File: src/rtl/rf_pkg.sv
`default_nettype none
// ============================================================================
// Module   : rf_pkg
// Brief    : Shared register-file constants and index-width helper used by
//            the writeback arbiter and its round-robin sub-arbiter.
// Revision : 1.0 - initial release
// ============================================================================
package rf_pkg;

  localparam int RF_AW        = 5;
  localparam int RF_DW        = 32;
  localparam int RF_ZERO_ADDR = 0;

  // Width of an index into n requesters; never below one bit.
  function automatic int idx_width(input int n);
    return (n > 1) ? $clog2(n) : 1;
  endfunction

  localparam int RF_NREQ_DEFAULT = 3;
  localparam int RF_IDX_W        = idx_width(RF_NREQ_DEFAULT);

endpackage
`default_nettype wire

File: src/rtl/rr_arbiter.sv
`default_nettype none
// ============================================================================
// Module   : rr_arbiter
// Brief    : Combinational round-robin arbiter. Scans the request vector
//            starting at rr_ptr (wrapping) and grants the first set bit.
// Revision : 1.0 - initial release
// ============================================================================
module rr_arbiter
  import rf_pkg::*;
#(
  parameter  int NREQ = 3,
  localparam int IW   = idx_width(NREQ)
) (
  input  logic [NREQ-1:0] req,
  input  logic [IW-1:0]   rr_ptr,
  output logic [NREQ-1:0] grant,
  output logic [IW-1:0]   grant_idx,
  output logic            any_grant
);

  logic [NREQ-1:0] w_grant;
  logic [IW-1:0]   w_idx;
  logic            w_any;
  logic [IW-1:0]   w_j;
  int              w_pos;

  // Priority scan from rr_ptr, first full slot wins.
  always_comb begin
    w_grant = '0;
    w_idx   = '0;
    w_any   = 1'b0;
    w_j     = '0;
    w_pos   = 0;
    for (int k = 0; k < NREQ; k++) begin
      w_pos = int'(rr_ptr) + k;
      if (w_pos >= NREQ) w_pos = w_pos - NREQ;
      w_j = IW'(w_pos);
      if (!w_any && req[w_j]) begin
        w_any        = 1'b1;
        w_grant[w_j] = 1'b1;
        w_idx        = w_j;
      end
    end
  end

  assign grant     = w_grant;
  assign grant_idx = w_idx;
  assign any_grant = w_any;

endmodule
`default_nettype wire

File: src/rtl/rf_wb_arbiter.sv
`default_nettype none
// ============================================================================
// Module   : rf_wb_arbiter
// Brief    : Shares the register file write port between NREQ writeback
//            sources. One holding slot per source, round-robin drain of one
//            slot per cycle, writes to r0 dropped at acceptance.
// Revision : 1.0 - initial release
// ============================================================================
module rf_wb_arbiter
  import rf_pkg::*;
#(
  parameter  int NREQ = 3,
  parameter  int AW   = RF_AW,
  parameter  int DW   = RF_DW,
  localparam int IW   = idx_width(NREQ)
) (
  input  logic             clk,
  input  logic             rst,
  input  logic [NREQ-1:0]    req_valid,
  output logic [NREQ-1:0]    req_ready,
  input  logic [NREQ*AW-1:0] req_addr,
  input  logic [NREQ*DW-1:0] req_data,
  output logic             rf_we,
  output logic [AW-1:0]    rf_waddr,
  output logic [DW-1:0]    rf_din,
  output logic [IW-1:0]    grant_id,
  output logic [NREQ-1:0]  slot_full
);

  localparam logic [IW-1:0] c_last_idx = IW'(NREQ - 1);
  localparam logic [AW-1:0] c_zero_addr = AW'(RF_ZERO_ADDR);

  logic [NREQ-1:0] r_full;
  logic [AW-1:0]   r_addr [NREQ];
  logic [DW-1:0]   r_data [NREQ];
  logic [IW-1:0]   r_ptr;

  logic [NREQ-1:0] w_grant;
  logic [IW-1:0]   w_gidx;
  logic            w_any;
  logic [NREQ-1:0] w_ready;
  logic [NREQ-1:0] w_load;

  rr_arbiter #(
    .NREQ (NREQ)
  ) u_rr_arbiter (
    .req       (r_full),
    .rr_ptr    (r_ptr),
    .grant     (w_grant),
    .grant_idx (w_gidx),
    .any_grant (w_any)
  );

  // A slot being drained this cycle may be refilled at the same edge.
  assign w_ready = ~r_full | w_grant;

  generate
    for (genvar gi = 0; gi < NREQ; gi++) begin : g_slot
      logic [AW-1:0] w_in_addr;
      logic [DW-1:0] w_in_data;

      assign w_in_addr  = req_addr[gi*AW +: AW];
      assign w_in_data  = req_data[gi*DW +: DW];
      // Handshake to r0 completes but never occupies the slot.
      assign w_load[gi] = req_valid[gi] & w_ready[gi] & (w_in_addr != c_zero_addr);

      // Occupancy: set on load, cleared when granted and not reloaded.
      always_ff @(posedge clk or negedge rst) begin
        if (!rst) begin
          r_full[gi] <= 1'b0;
        end else if (w_load[gi]) begin
          r_full[gi] <= 1'b1;
        end else if (w_grant[gi]) begin
          r_full[gi] <= 1'b0;
        end
      end

      // Slot payload; contents only meaningful while the full bit is set.
      always_ff @(posedge clk) begin
        if (w_load[gi]) begin
          r_addr[gi] <= w_in_addr;
          r_data[gi] <= w_in_data;
        end
      end
    end
  endgenerate

  // Round-robin pointer moves just past the winner, holds when idle.
  always_ff @(posedge clk or negedge rst) begin
    if (!rst) begin
      r_ptr <= '0;
    end else if (w_any) begin
      r_ptr <= (w_gidx == c_last_idx) ? '0 : w_gidx + 1'b1;
    end
  end

  assign req_ready = w_ready;
  assign slot_full = r_full;
  assign rf_we     = w_any;
  assign rf_waddr  = w_any ? r_addr[w_gidx] : '0;
  assign rf_din    = w_any ? r_data[w_gidx] : '0;
  assign grant_id  = w_gidx;

endmodule
`default_nettype wire

File: config.mk
export PLATFORM = sky130hd
export DESIGN_NAME = rf_wb_arbiter
export DESIGN_NICKNAME = d
export VERILOG_FILES = /design/src/rtl/rf_pkg.sv /design/src/rtl/rr_arbiter.sv /design/src/rtl/rf_wb_arbiter.sv
export SDC_FILE = /design/constraint.sdc
export NUM_CORES = 1
export LEC_CHECK = 0
export ABC_CLOCK_PERIOD_IN_PS = 5600
export CAP_MARGIN = 10
export CORE_MARGIN = 1
export CORE_UTILIZATION = 43
export CTS_BUF_LIST = sky130_fd_sc_hd__clkbuf_16
export DETAILED_ROUTE_END_ITERATION = 6
export GPL_TIMING_DRIVEN = 0
export PLACE_DENSITY = 0.76
export SYNTH_ARGS = -nofsm -noshare
export SYNTH_HDL_FRONTEND = slang
export SYNTH_SLANG_ARGS = --single-unit
File: constraint.sdc
create_clock -name clk -period 5.6 [get_ports clk]
set_clock_uncertainty 0.05 [all_clocks]
set_input_delay 0.84 -clock clk [delete_from_list [all_inputs] [get_ports clk]]
set_output_delay 0.84 -clock clk [all_outputs]
set_load 0.01 [all_outputs]
==> metrics.txt <==
I/O Buffers=161; initial core utilization=0.4480; first-pass GRT wire length=19.68 mm; Area Overhead vs Synth=49.95%; final setup vio count=0; most frequent cell on the critical path=buf_2; WL/cell=20.29 um; Avg Synthesized Cell Area=15.74 um2; H-tree depth=4; WP data required=4.71 ns; All-Layer GR Usage=0.2327; fin crit share=0.8805; Clock Tree Root=clkbuf_16; Combinational Power Share=0.570; FP Rows=38; initial antenna violation count=0; largest net degree at the start of global routing=28; vias in the first global route=3,729; drt total wl=13.17 mm; final core utilization=0.6718; Max Root-Sink Buffers=2; Synth cell types=42; kind of critical path=flop to output pin; largest family of logic cells by synthesized area=compound AO/OA/AOI/OAI gates; Max-cap violations=0; Fillers=799; uppermost layer routed=met4; WL met2=6.705 mm; Worst R2R Setup Slack=1.95 ns; I/O pin count=162; Crit-path slowest cell=a31oi_1; Seq. cell area=0.003458 mm2; Die ar.=0.01193 mm2; multi-input logic area=0.001381 mm2; FF-to-FF End=r_data[0][18]; TritonCTS clock tree=yes; Synth Instances=314; Pleak=2.629 nW; mux cell area share after synthesis=0.01291; Met3 Wirelength=946 um; internal power=0.003801 W; Setup Fix Bufs, Post-CTS=0; Synth area leaders=edfxtp_1 67%, a221o_1 7.5%, a31o_1 5.3%; CTS Buf Count=17; Compound-Gate Fraction of Synth Area=0.1780; Post-DP Area=0.006815 mm2; Tightest Hold Check Type=flop to flop; Post-Synth Adder-Cell Area=0.01013; hold buffer count at cts=0; hold_ws=0.5130 ns; NetSw=0.002092 W; WHS Path Cells=1; Simple-Gate Fraction of Synth Area=0.07316; total grt overflow=0; Worst Hold End=r_ptr[1]; Hold Fails Final Rpt=0; min Tclk post-route=4.931 ns; Ys Warns=0; worst-path fanout max=10; share of the synthesized area in the top cell type=0.6744; Reg clk slew, reported paths=0.05 ns; worst slew pin tran=0.8193 ns; unrepaired setup endpoints after global routing=no; register area share after synthesis=0.6997; status=completed; Syn Nets=434; ANT cells=0; register share of total power=0.244; worst path cell trace=inv_1 -> ha_1 -> buf_2 -> inv_1 -> or4_1 -> a31oi_1 -> buf_2 -> a21oi_2 -> buf_2 -> a31o_1 -> clkdlybuf4s50_1; # DRC=0; slew margin rel.=0.4397; clock share of power=0.186; core area=0.01103 mm2; worst-skew pair later-pin latency=0.41 ns; Final #Nets=617; layout cells sized above 1=0.09823; crit path capture type=output pin; Mapped Area=0.004942 mm2; DR pass1 iterations=5; crit-path max cell delay=0.59 ns; data arrival time of the critical path=4.04 ns; ys async rst share=0.04310; Die W=109.2 um; sw frac=0.3550; Starting DRT DRC Count=193; clock sink total=116; post-route ant nets=0; reg-to-reg startpoint=r_ptr[0]; hold_sp=r_ptr[1]; RePlAce Congestion=0.7731; Yosys reg bits=116; DP Wirelength=8.991 mm; max-slew violations=0; Reg2Reg Depth=9; post-synth top area cell=edfxtp_1; power density over cell area=795.1 mW/mm2; met1 WL=5.338 mm; Max Clk Rate=0.2028 GHz; vias per inst=5.484; Peak VDD IR=506.2 uV; prevailing post-synth register cell=edfxtp_1; post-CTS sizing=0; XOR/XNOR share of the synthesized area=0; Die Y-Extent=109.2 um; Post-Layout Inst Area=0.007411 mm2; Worst setup SP type=flop; EDFF count, synth=111; vias=3,559
## how the worst max path moves through the flow
| stage | endpoint | from |
|---|---|---|
| 2_1_floorplan | r_addr[1][0] | r_ptr[0] |
| 3_3_place_gp | r_data[1][15] | r_ptr[0] |
| 3_5_place_dp | rf_din[18] | r_ptr[0] |
| 4_1_cts | rf_din[18] | r_ptr[0] |
| 5_1_grt | rf_din[3] | r_ptr[0] |
| 6_report | rf_din[3] | r_ptr[0] |
## cell usage in the layout, fill, tap and decap left out, types with 2 or more instances in the layout
master	n
clkbuf_1	13
ha_1	4
nor3b_1	2
dfrtp_1	5
a31o_1	30
a21o_1	3
nor2b_4	2
a221o_1	37
nand3b_1	2
a31o_2	3
bufinv_16	4
mux2_2	2
edfxtp_1	111
o21ai_0	6
mux2i_1	3
clkinv_2	3
nand2_1	6
buf_12	3
clkinv_1	3
inv_1	9
clkdlybuf4s50_1	161
buf_2	10
o21a_1	2
clkbuf_16	17
or4_1	4
and2_1	39
## synth_stat cells (2+ instances only)
cell,instances
nand3b_1,2
a31o_2,3
clkbuf_1,13
dfrtp_1,5
nor3b_1,2
a221o_1,37
buf_2,10
mux2i_1,3
nand2_1,6
o21ai_0,6
nor2b_1,2
a21boi_0,2
ha_1,4
inv_1,7
edfxtp_1,111
a21o_1,3
or4_1,4
a31o_1,30
o21a_1,2
mux2_2,2
and2_1,39
## power groups by stage
| stage | registers (W) | clock network (W) | logic [W] |
|---|---|---|---|
| final | 0.00144 | 0.00109 | 0.00336 |
| after global routing | 0.00147 | 0.00115 | 0.00360 |
| after CTS | 0.00144 | 0.00112 | 0.00339 |
| after detailed placement | 0.00146 | 0 | 0.00335 |
| after global placement | 0.00149 | 0 | 0.00321 |
| after floorplan | 0.00145 | 0 | 0.00175 |
## kinds of logic (layout without fill, tap and decap cells)
| kind of cell | count (synthesis) | in the layout |
|---|---|---|
| compound gates | 99 | 99 |
| fa+ha+maj | 4 | 4 |
| buf+inv | 31 | 226 |
| flops | 116 | 116 |
| mux | 6 | 6 |
| simple gates | 58 | 58 |
## worst max-delay path, delay by kind of cell, from the launching register on
family | cells | cell delay, ns
simple gates | 1 | 0.42
buf+inv | 6 | 1.57
fa+ha+maj | 1 | 0.30
compound gates | 3 | 0.96
flops | 1 | 0.37
## layout make-up
type,count,share of cell area
Clock buffer,17,0.05740
Sequential cell,116,0.4667
Inverter,8,0.004052
Multi-Input combinational cell,167,0.1864
Timing Repair Buffer,164,0.2256
Buffer,23,0.01334
Tap cell,140,0.02364
Clock inverter,14,0.02296
## per-layer routing
metal | up-vias | track usage
li1 | 1655 | -
met1 | 1736 | 0.2774
met2 | 155 | 0.3850
met3 | 13 | 0.07173
met4 | 0 | 0.1076
met5 | - | 0
## sequential cells by signal, indices dropped and copies added (netlist names)
name and count:
r_data 96, r_addr 15, slot_full 3, r_ptr 2
## stage by stage
| stage | cells | power [W] | worst slack, ns | setup TNS, ns |
|---|---|---|---|---|
| after floorplan | 314 | 0.003205 | 0.5809 | 0 |
| after global placement | 615 | 0.004698 | -1.478 | -54.60 |
| after detailed placement | 618 | 0.004808 | 1.147 | 0 |
| after CTS | 649 | 0.005946 | 0.6624 | 0 |
| after global routing | 649 | 0.006218 | 0.5164 | 0 |
| final | 649 | 0.005893 | 0.6691 | 0 |
No activity file was read; power rests on OpenSTA's default activity.
==> edit, RTL diff (same settings) <==
Set the package constant `RF_AW` to 3 (it was 5).
--- a/src/rtl/rf_pkg.sv
+++ b/src/rtl/rf_pkg.sv
@@ -8,5 +8,5 @@
 package rf_pkg;
 
-  localparam int RF_AW        = 5;
+  localparam int RF_AW        = 3;
   localparam int RF_DW        = 32;
   localparam int RF_ZERO_ADDR = 0;
Ports: changed (resized req_addr and rf_waddr); port bits go from 162 to 154. The function was not compared with the original's and may differ.
==> edit against the unedited design <==
  * The run now ends with DRC left
  * Largest cell class unchanged
  * Register-to-register slack better by 0.63 ns
  * Area after synthesis is 9.4% lower
  * Non-clock buffer count is 15 lower
  * Critical path type unchanged
  * Sequential share of layout area is 3.2 points higher
  * Critical path depth stayed put
  * Routed wire length is 20% lower
  * Setup slack better by 0.37 ns
  * Final cell count is 12% lower
  * Power is 24% lower
  * Cell area is 11% lower
  * Clock power is 39% lower
  * Hold slack worse by 0.018 ns
  * Critical endpoint is now rf_din[19]
  * Sequential cell count is 6 lower
  * Largest power group unchanged
==> edit: results (changes against the unedited design) <==
.. list-table::
   :header-rows: 1

   * - Metric
     - Value
   * - Run status
     - complete, but fails checks
   * - Failing checks
     - DRC
   * - Slowest CP cell
     - sky130_fd_sc_hd__clkdlybuf4s50_1
   * - Mux share of post-synthesis cell area
     - 1.928% (+0.64 points)
   * - DRC violations left
     - 3 (+3)
   * - Top post-synthesis cells by count
     - sky130_fd_sc_hd__edfxtp_1, sky130_fd_sc_hd__and2_1, sky130_fd_sc_hd__a221o_1, sky130_fd_sc_hd__inv_1, sky130_fd_sc_hd__nand2_1
   * - Share of layout cells above drive strength 1
     - 9.817% (about the same)
   * - First-pass GRT wire length
     - 16350 um (-17%)
   * - Seq area share
     - 49.91% (+3.2 points)
   * - Tightest Pin Transition
     - 0.5450 ns (-0.2743 ns)
   * - CTS HTree Levels
     - 3 (-1)
   * - Pre-CTS setup slack
     - 1.424 ns (+0.2772 ns)
   * - Placed Cells incl. Taps
     - 555 (-10%)
   * - Post-synth ARST share
     - 4.545% (+0.24 points)
   * - Top area cells in the synthesized netlist
     - sky130_fd_sc_hd__edfxtp_1, sky130_fd_sc_hd__a221o_1, sky130_fd_sc_hd__and2_1
   * - DP HPWL
     - 7495 um (-17%)
   * - FFs & Latches
     - 110 (-5.2%)
   * - Area taken by multi-input logic gates
     - 0.001080 mm^2 (-22%)
   * - Biggest cell delay along the critical path
     - 0.55 ns (-0.04 ns)
   * - Clock edge transition at the registers on the reported setup and hold paths
     - 0.07 ns (+0.02 ns)
   * - Number of non-filler instances in the completed layout
     - 571 (-12%)
   * - Multi-input gate share of the layout cell area
     - 16.44% (-2.2 points)
   * - Number of synthesized flops with an enable pin
     - 105 (-5.4%)
   * - Die width
     - 104.1 um (-4.7%)
   * - Post-placement cell area
     - 0.006252 mm^2 (-8.3%)
   * - Nets@finish
     - 547 (-11%)
   * - Total GRT Usage
     - 19.93% (-3.3 points)
   * - Via density
     - 5.191 (-5.3%)
   * - Count of cell types in the netlist
     - 43 (+2.4%)
   * - Fraction of the mapped netlist area in adder cells
     - 1.118% (+0.10 points)
   * - Vias in the first global route
     - 3073 (-18%)
   * - Filler Cell Count
     - 717 (-10%)
   * - Arrival time reported for the critical path endpoint
     - 3.67 ns (-0.37 ns)
   * - Maximum ir drop on the vdd rail
     - 334.2 uV (-34%)
   * - Pin count of the biggest net entering global routing
     - 30 (+7.1%)
   * - Skew-Pair Late Insertion Delay
     - 0.34 ns (-0.07 ns)
   * - Clock buf/inv share
     - 4.801% (-3.2 points)
   * - Total of plain and repair buffers excluding clock buffers
     - 172 (-8.0%)
   * - Post-synthesis area per instance
     - 16.83 um^2 (+7.0%)
   * - Final weighted congestion in routability-driven placement
     - 0.8390 (+8.5%)
   * - Total leakage power
     - 2.302 nW (-12%)
   * - Post-Route WL
     - 10590 um (-20%)
   * - Fraction of the yosys area taken by sequential cells
     - 73.20% (+3.2 points)
   * - Layout non-clock buf frac
     - 25.81% (+1.9 points)
   * - Nets in the synthesized netlist
     - 380 (-12%)
   * - First-pass DRT Iterations
     - 7 (+2)
   * - Synth Area in Compound Gates
     - 12.60% (-5.2 points)
## edit: power by group through the flow
stage / Combinational, mW / Clock, mW / Sequential, mW
global placement: 2.48 / 0 / 1.32
finish: 2.55 / 0.661 / 1.29
detailed placement: 2.57 / 0 / 1.31
global route: 2.74 / 0.705 / 1.31
CTS: 2.58 / 0.674 / 1.29
floorplan: 1.35 / 0 / 1.30
## edit: worst paths after layout
kind / cells after the start / from / slack (ns) / to
max: 11 / r_ptr[0] / 1.04 / rf_din[19]
max in group asynchronous: 1 / rst / 4.60 / slot_full[2]
max reg2reg: 8 / r_ptr[0] / 2.58 / r_addr[0][2]
min in group asynchronous: 1 / rst / 0.68 / r_ptr[0]
min reg2reg: 1 / r_ptr[0] / 0.49 / r_ptr[0]
min: 1 / r_ptr[0] / 0.49 / r_ptr[0]
## edit: per-layer routing
layer	global-route usage (%)	vias to the layer above	wire [um]
li1	-	1402	-
met1	23.54	1417	4177
met2	34.29	127	5430
met3	4.825	18	669
met4	9.286	0	308
met5	0	-	0
